**src/rtl/line_refill_unit.sv**
```systemverilog
// line_refill_unit
//   Cache line refill engine: accepts a miss address, issues one AXI INCR
//   read burst for the whole line, assembles the R beats into a line
//   buffer and presents the filled line until the consumer takes it.
//
// Parameters
//   LINE_WIDTH      cache line width in bits
//   AXI_DATA_WIDTH  R-channel beat width in bits (BEATS = LINE_WIDTH/AXI_DATA_WIDTH)
//   ADDR_WIDTH      address width
//   ID_WIDTH        AXI ID width (ar_id_o is always 0)
//
// Ports
//   clk_i, rst_ni                      clock, async active-low reset
//   req_valid_i/req_ready_o/req_addr_i miss request
//   ar_*                               AXI read address channel (master side)
//   r_*                                AXI read data channel (master side)
//   line_valid_o/line_ready_i          filled line handshake
//   line_data_o/line_addr_o/line_err_o filled line, its aligned address, error
//   busy_o                             high whenever not idle
//
// Build option
//   LINE_REFILL_RESP_CHECK_EN  when defined, SLVERR/DECERR on any beat makes
//                              line_err_o sticky for that line.

module line_refill_unit #(
  parameter int LINE_WIDTH     = 256,
  parameter int AXI_DATA_WIDTH = 32,
  parameter int ADDR_WIDTH     = 32,
  parameter int ID_WIDTH       = 4
) (
  input  logic                      clk_i,
  input  logic                      rst_ni,

  input  logic                      req_valid_i,
  output logic                      req_ready_o,
  input  logic [ADDR_WIDTH-1:0]     req_addr_i,

  output logic                      ar_valid_o,
  input  logic                      ar_ready_i,
  output logic [ADDR_WIDTH-1:0]     ar_addr_o,
  output logic [7:0]                ar_len_o,
  output logic [2:0]                ar_size_o,
  output logic [1:0]                ar_burst_o,
  output logic [ID_WIDTH-1:0]       ar_id_o,

  input  logic                      r_valid_i,
  output logic                      r_ready_o,
  input  logic [AXI_DATA_WIDTH-1:0] r_data_i,
  input  logic [1:0]                r_resp_i,
  input  logic                      r_last_i,

  output logic                      line_valid_o,
  input  logic                      line_ready_i,
  output logic [LINE_WIDTH-1:0]     line_data_o,
  output logic [ADDR_WIDTH-1:0]     line_addr_o,
  output logic                      line_err_o,

  output logic                      busy_o
);

  localparam int BEATS = LINE_WIDTH / AXI_DATA_WIDTH;
  localparam int CNT_W = (BEATS > 1) ? $clog2(BEATS) : 1;
  localparam logic [CNT_W-1:0]      LAST_BEAT = CNT_W'(BEATS - 1);
  localparam logic [ADDR_WIDTH-1:0] OFS_MASK  = ADDR_WIDTH'(LINE_WIDTH / 8 - 1);

  typedef enum logic [1:0] {
    S_IDLE,
    S_AR,
    S_RECV,
    S_DONE
  } state_e;

  state_e                  state_q, state_d;
  logic [ADDR_WIDTH-1:0]   addr_q;
  logic [LINE_WIDTH-1:0]   data_q;
  logic [CNT_W-1:0]        cnt_q;
  logic                    err_q;

  logic beat_fire;
  logic burst_end;

  assign beat_fire = r_valid_i && (state_q == S_RECV);
  // Burst ends on r_last or on the final line word, whichever is first;
  // the counter therefore never wraps inside a burst.
  assign burst_end = beat_fire && (r_last_i || (cnt_q == LAST_BEAT));

  // State register
  always_ff @(posedge clk_i or negedge rst_ni) begin
    if (!rst_ni) begin
      state_q <= S_IDLE;
    end else begin
      state_q <= state_d;
    end
  end

  // Next-state logic
  always_comb begin
    state_d = state_q;
    case (state_q)
      S_IDLE: if (req_valid_i)  state_d = S_AR;
      S_AR:   if (ar_ready_i)   state_d = S_RECV;
      S_RECV: if (burst_end)    state_d = S_DONE;
      S_DONE: if (line_ready_i) state_d = S_IDLE;
      default:                  state_d = S_IDLE;
    endcase
  end

  // Outputs decoded from the state register only
  always_comb begin
    req_ready_o  = 1'b0;
    ar_valid_o   = 1'b0;
    r_ready_o    = 1'b0;
    line_valid_o = 1'b0;
    busy_o       = 1'b1;
    case (state_q)
      S_IDLE: begin
        req_ready_o = 1'b1;
        busy_o      = 1'b0;
      end
      S_AR:    ar_valid_o   = 1'b1;
      S_RECV:  r_ready_o    = 1'b1;
      S_DONE:  line_valid_o = 1'b1;
      default: busy_o       = 1'b1;
    endcase
  end

  assign ar_addr_o   = addr_q;
  assign ar_len_o    = 8'(BEATS - 1);
  assign ar_size_o   = 3'($clog2(AXI_DATA_WIDTH / 8));
  assign ar_burst_o  = 2'b01;
  assign ar_id_o     = '0;
  assign line_data_o = data_q;
  assign line_addr_o = addr_q;
  assign line_err_o  = err_q && (state_q == S_DONE);

  // Line buffer, address, beat counter and error flag.
  // The buffer is cleared on accept so words skipped by an early r_last read 0.
  always_ff @(posedge clk_i or negedge rst_ni) begin
    if (!rst_ni) begin
      addr_q <= '0;
      data_q <= '0;
      cnt_q  <= '0;
      err_q  <= 1'b0;
    end else begin
      case (state_q)
        S_IDLE: begin
          if (req_valid_i) begin
            addr_q <= req_addr_i & ~OFS_MASK;
            data_q <= '0;
            cnt_q  <= '0;
            err_q  <= 1'b0;
          end
        end
        S_RECV: begin
          if (beat_fire) begin
            for (int unsigned k = 0; k < BEATS; k++) begin
              if (cnt_q == CNT_W'(k)) begin
                data_q[k*AXI_DATA_WIDTH +: AXI_DATA_WIDTH] <= r_data_i;
              end
            end
            if (!burst_end) begin
              cnt_q <= cnt_q + 1'b1;
            end
            if (r_last_i && (cnt_q != LAST_BEAT)) begin
              err_q <= 1'b1;
            end
`ifdef LINE_REFILL_RESP_CHECK_EN
            if (r_resp_i[1]) begin
              err_q <= 1'b1;
            end
`endif
          end
        end
        default: ;
      endcase
    end
  end

`ifdef LINE_REFILL_RESP_CHECK_EN
  logic unused_resp;
  assign unused_resp = r_resp_i[0];
`else
  logic unused_resp;
  assign unused_resp = ^r_resp_i;
`endif

endmodule

```
**config.mk**
```make
export PLATFORM = sky130hd
export DESIGN_NAME = line_refill_unit
export DESIGN_NICKNAME = d
export VERILOG_FILES = /design/src/rtl/line_refill_unit.sv
export SDC_FILE = /design/constraint.sdc
export NUM_CORES = 1
export LEC_CHECK = 0
export ABC_AREA = 1
export CORE_MARGIN = 2
export CORE_UTILIZATION = 45
export CTS_CLUSTER_DIAMETER = 200
export DETAILED_ROUTE_END_ITERATION = 12
export HOLD_SLACK_MARGIN = 0.06
export PLACE_DENSITY = 0.92
export SLEW_MARGIN = 30
export SYNTH_ARGS = -nofsm -noshare
export SYNTH_HDL_FRONTEND = slang
export SYNTH_SLANG_ARGS = --single-unit
```
**constraint.sdc**
```tcl
create_clock -name clk_i -period 4.01 [get_ports clk_i]
set_input_delay 0.802 -clock clk_i [delete_from_list [all_inputs] [get_ports clk_i]]
set_output_delay 0.802 -clock clk_i [all_outputs]
set_load 0.005 [all_outputs]
```
==> impl_metrics.csv <==
group,metric,value,unit
power_and_ir_drop,cellInternalPower,7980,uW
setup_path,cp_cell_sequence,"inv_1 -> ha_2 -> clkdlybuf4s50_1",
clock_tree,cts_buffers,28,
detailed_routing,drcViolationCount,0,
grt,grt.total_usage,26.9,%
final_layout,final_area,16500,sq um
setup_path,path_max_fanout,16,
logic_synthesis,syn_area,11800,sq um
final_layout,drive_gt1_share,6.60,%
placed_design,hpwlAfterDp,25800,um
timing,rsz0062_at_grt,"no",
logic_synthesis,synth_top_area_share,61.3,%
timing,clock.fmax,346,MHz
die,chipWidth,166,um
detailed_routing,viasPerCell,5.20,
logic_synthesis,synth.avg_cell_area,9.56,sq um
final_layout,fin_nets,1654,
die,row_count,59,
setup_path,worstPathArrival,2.08,ns
power_and_ir_drop,p_seq_share,34.3,%
final_layout,layout.cells.non_filler,1927,
clock_tree,cts_setup_buffers,0,
timing,post-route-period-util,72.0,%
logic_synthesis,seq_area_frac_synth,61.3,%
detailed_routing,wl,37500,um
detailed_routing,wl_per_cell,19.4,um
detailed_routing,postRouteAntennaNets,0,
timing,finClkSkew,0.00891,ns
power_and_ir_drop,p_sw,5020,uW
power_and_ir_drop,p_total,13000,uW
grt,antenna_found_initial,0,
clock_tree,clk_path_buf_depth,3,
logic_synthesis,ys_ff_latch,289,
placed_design,place_area,15500,sq um
min_path,hold_path.class,"input port to async pin",
detailed_routing,firstDrtPassIters,6,
clock_tree,root_buffer,"clkbuf_16",
logic_synthesis,ys_top_cells_by_area,"dfrtp_1, nand2_1, o21ai_1",
logic_synthesis,synth_common_cells,"nand2_1, dfrtp_1, o21ai_1, buf_4, inv_1",
setup_path,start_kind,"flop",
placed_design,post-place-ws,0.972,ns
timing,fin_setup_tns,0,ns
power_and_ir_drop,p_per_area,791,nW/um^2
setup_path,cp-end-kind,"primary output",
clock_tree,hold_buffers,0,
grt,gr-usage-met3,7.86,%
logic_synthesis,synth-compound-area-share,5.59,%
final_layout,num_antenna_cells,0,
logic_synthesis,synth_edf_count,0,
clock_tree,cts_tree,"yes",
grt,top_usage_layer,"met2",
grt,met2_usage,47.1,%
timing,hold_viol,0,
clock_tree,cts_resized,0,
logic_synthesis,yosys.area_share.simple,21.1,%
logic_synthesis,yosys.area.top_type,"dfrtp_1",
power_and_ir_drop,clockPowerShare,20.2,%
timing,drv_slew,0,
logic_synthesis,synth_mux_area_share,2.58,%
placed_design,portBuffers,381,
setup_path,crit_type,"flop to primary output",
timing,slew_headroom,44.5,%
setup_path,slowest_stage,"clkdlybuf4s50_1",
logic_synthesis,synth_top_family_by_area,"simple AND/OR/NAND/NOR gates",
setup_path,required,3.21,ns
die,dieArea,27500,sq um
clock_tree,cts_max_level,1,
die,core,25900,sq um
timing,setup_viol,0,
grt,gr-total-overflow,0,
grt,grt_max_degree,76,
final_layout,area_delta_synth_final,39.4,%
logic_synthesis,yosys_warnings,0,
logic_synthesis,synth_ff_type,"dfrtp_1",
die,die_y,166,um
logic_synthesis,synthCells,1234,
detailed_routing,vias,10000,
clock_tree,clock_latency,0.54,ns
flow_run,cap_violations,0,
clock_tree,clk_pin_slew,0.06,ns
run_status,run_status,"complete, no violations",
logic_synthesis,yosys.area_share.xor_xnor,0,%
die,ios,416,
grt,grtUsageMet1,30.8,%
timing,period_needed,2.89,ns
detailed_routing,drtIter0Drc,966,
power_and_ir_drop,swShare,38.6,%
placed_design,gp_congestion,0.894,
logic_synthesis,synth_cell_type_count,24,
logic_synthesis,synth_most_common_cell,"nand2_1",
placed_design,place_inst,1875,
setup_path,crit_path_max_incr_delay,0.58,ns
grt,grt_pass1_wl,58500,um
grt,grt_pass1_vias,10200,
timing,tightest_slew,0.832,ns
timing,setup_ws,1.12,ns
clock_tree,cts_num_sinks,289,
logic_synthesis,synth-async-reset-ratio,100,%
die,initial_core_util,45.6,%
power_and_ir_drop,vdd_drop_max,0.535,mV
logic_synthesis,synth_fa_ha_area_share,1.17,%
power_and_ir_drop,comb_power_share,45.5,%
power_and_ir_drop,p_leak,0.00805,uW
## cell type report
| class | instances | area (sq um) |
|---|---|---|
| clock inverters | 5 | 31.3 |
| well taps | 335 | 419 |
| fillers | 1891 | 9460 |
| repair buffers | 394 | 3970 |
| clock buffers | 47 | 893 |
| multi-input cells | 803 | 3700 |
| inverters | 54 | 205 |
| flip-flops and latches | 289 | 7230 |
## sequential cells by signal (all words and copies together), names as in the netlist
name and cells:
line_data_o 256, ar_addr_o 27, state_q 2, err_q 1, cnt_q 3
## layer usage
layer  up-vias  part of all wire [%]
met2       571                    49
met4         0                   4.7
met3       126                   9.8
met1      4852                    36
met5         -                     0
li1       4465                     -
## power groups by stage
| stage | registers, uW | logic [uW] | clock network (uW) |
|---|---|---|---|
| finish | 4460 | 5920 | 2630 |
| CTS | 4450 | 5960 | 2670 |
| detailed placement | 4470 | 5900 | 0 |
| global placement | 4410 | 5680 | 0 |
| global route | 4560 | 6390 | 2800 |
| floorplan | 4450 | 2960 | 0 |
## cells by family (layout without fill, tap and decap cells)
| kind of cell | after synthesis | count (layout) |
|---|---|---|
| other | 2 | 27 |
| DFF | 289 | 289 |
| AOI/OAI and AO/OA | 131 | 131 |
| muxes | 27 | 27 |
| and+or+nand+nor | 607 | 607 |
| buffers and inverters | 167 | 500 |
| adders and majority gates | 11 | 11 |
## cells in the final DEF (no fill, tap or decap)
| cell type | count |
|---|---|
| o21ai_1 | 128 |
| o21ai_0 | 1 |
| nor2_8 | 3 |
| inv_1 | 53 |
| mux2_2 | 27 |
| clkbuf_8 | 10 |
| clkdlybuf4s50_1 | 380 |
| or2_2 | 1 |
| inv_4 | 1 |
| clkinv_4 | 1 |
| nand3_2 | 3 |
| nand2_2 | 4 |
| clkbuf_1 | 8 |
| nand3_1 | 36 |
| o21ai_2 | 1 |
| buf_4 | 9 |
| buf_12 | 3 |
| conb_1 | 27 |
| nand2_1 | 547 |
| nand2_8 | 2 |
| nand3_4 | 4 |
| ha_1 | 10 |
| buf_16 | 1 |
| dfrtp_1 | 289 |
| a21oi_1 | 1 |
| clkbuf_16 | 29 |
| ha_2 | 1 |
| buf_8 | 1 |
| clkinv_2 | 3 |
| clkinvlp_4 | 1 |
| nor2_1 | 7 |
## final timing paths
| path | start | slack (ns) | depth (start not counted) | end |
|---|---|---|---|---|
| setup reg to reg | state_q[0]$_DFFE_PN0P_ | 1.47 | 5 | line_data_o[139]$_DFFE_PN0P_ |
| setup / recovery | state_q[0]$_DFFE_PN0P_ | 1.12 | 3 | r_ready_o |
| max in group asynchronous | rst_ni | 2.79 | 3 | line_data_o[195]$_DFFE_PN0P_ |
| min in group clk_i | line_data_o[238]$_DFFE_PN0P_ | 0.47 | 2 | line_data_o[238]$_DFFE_PN0P_ |
| hold / removal | rst_ni | 0.19 | 1 | line_data_o[5]$_DFFE_PN0P_ |
| hold reg to reg | line_data_o[238]$_DFFE_PN0P_ | 0.47 | 2 | line_data_o[238]$_DFFE_PN0P_ |
## through the flow
step / utilization [%] / hold WS (ns)
after floorplan: - / 0.465
after global placement: 59.8 / 0.454
after detailed placement: 59.9 / 0.458
after CTS: 63.5 / 0.179
after global routing: 63.5 / 0.202
final: 63.5 / 0.189
## critical path: cells and delay by family (launching register included)
kind / cells / cell delay [ns]
buf+inv: 2 / 0.71
flops: 1 / 0.42
fa+ha+maj: 1 / 0.41
No activity file was read; power rests on OpenSTA's default activity.
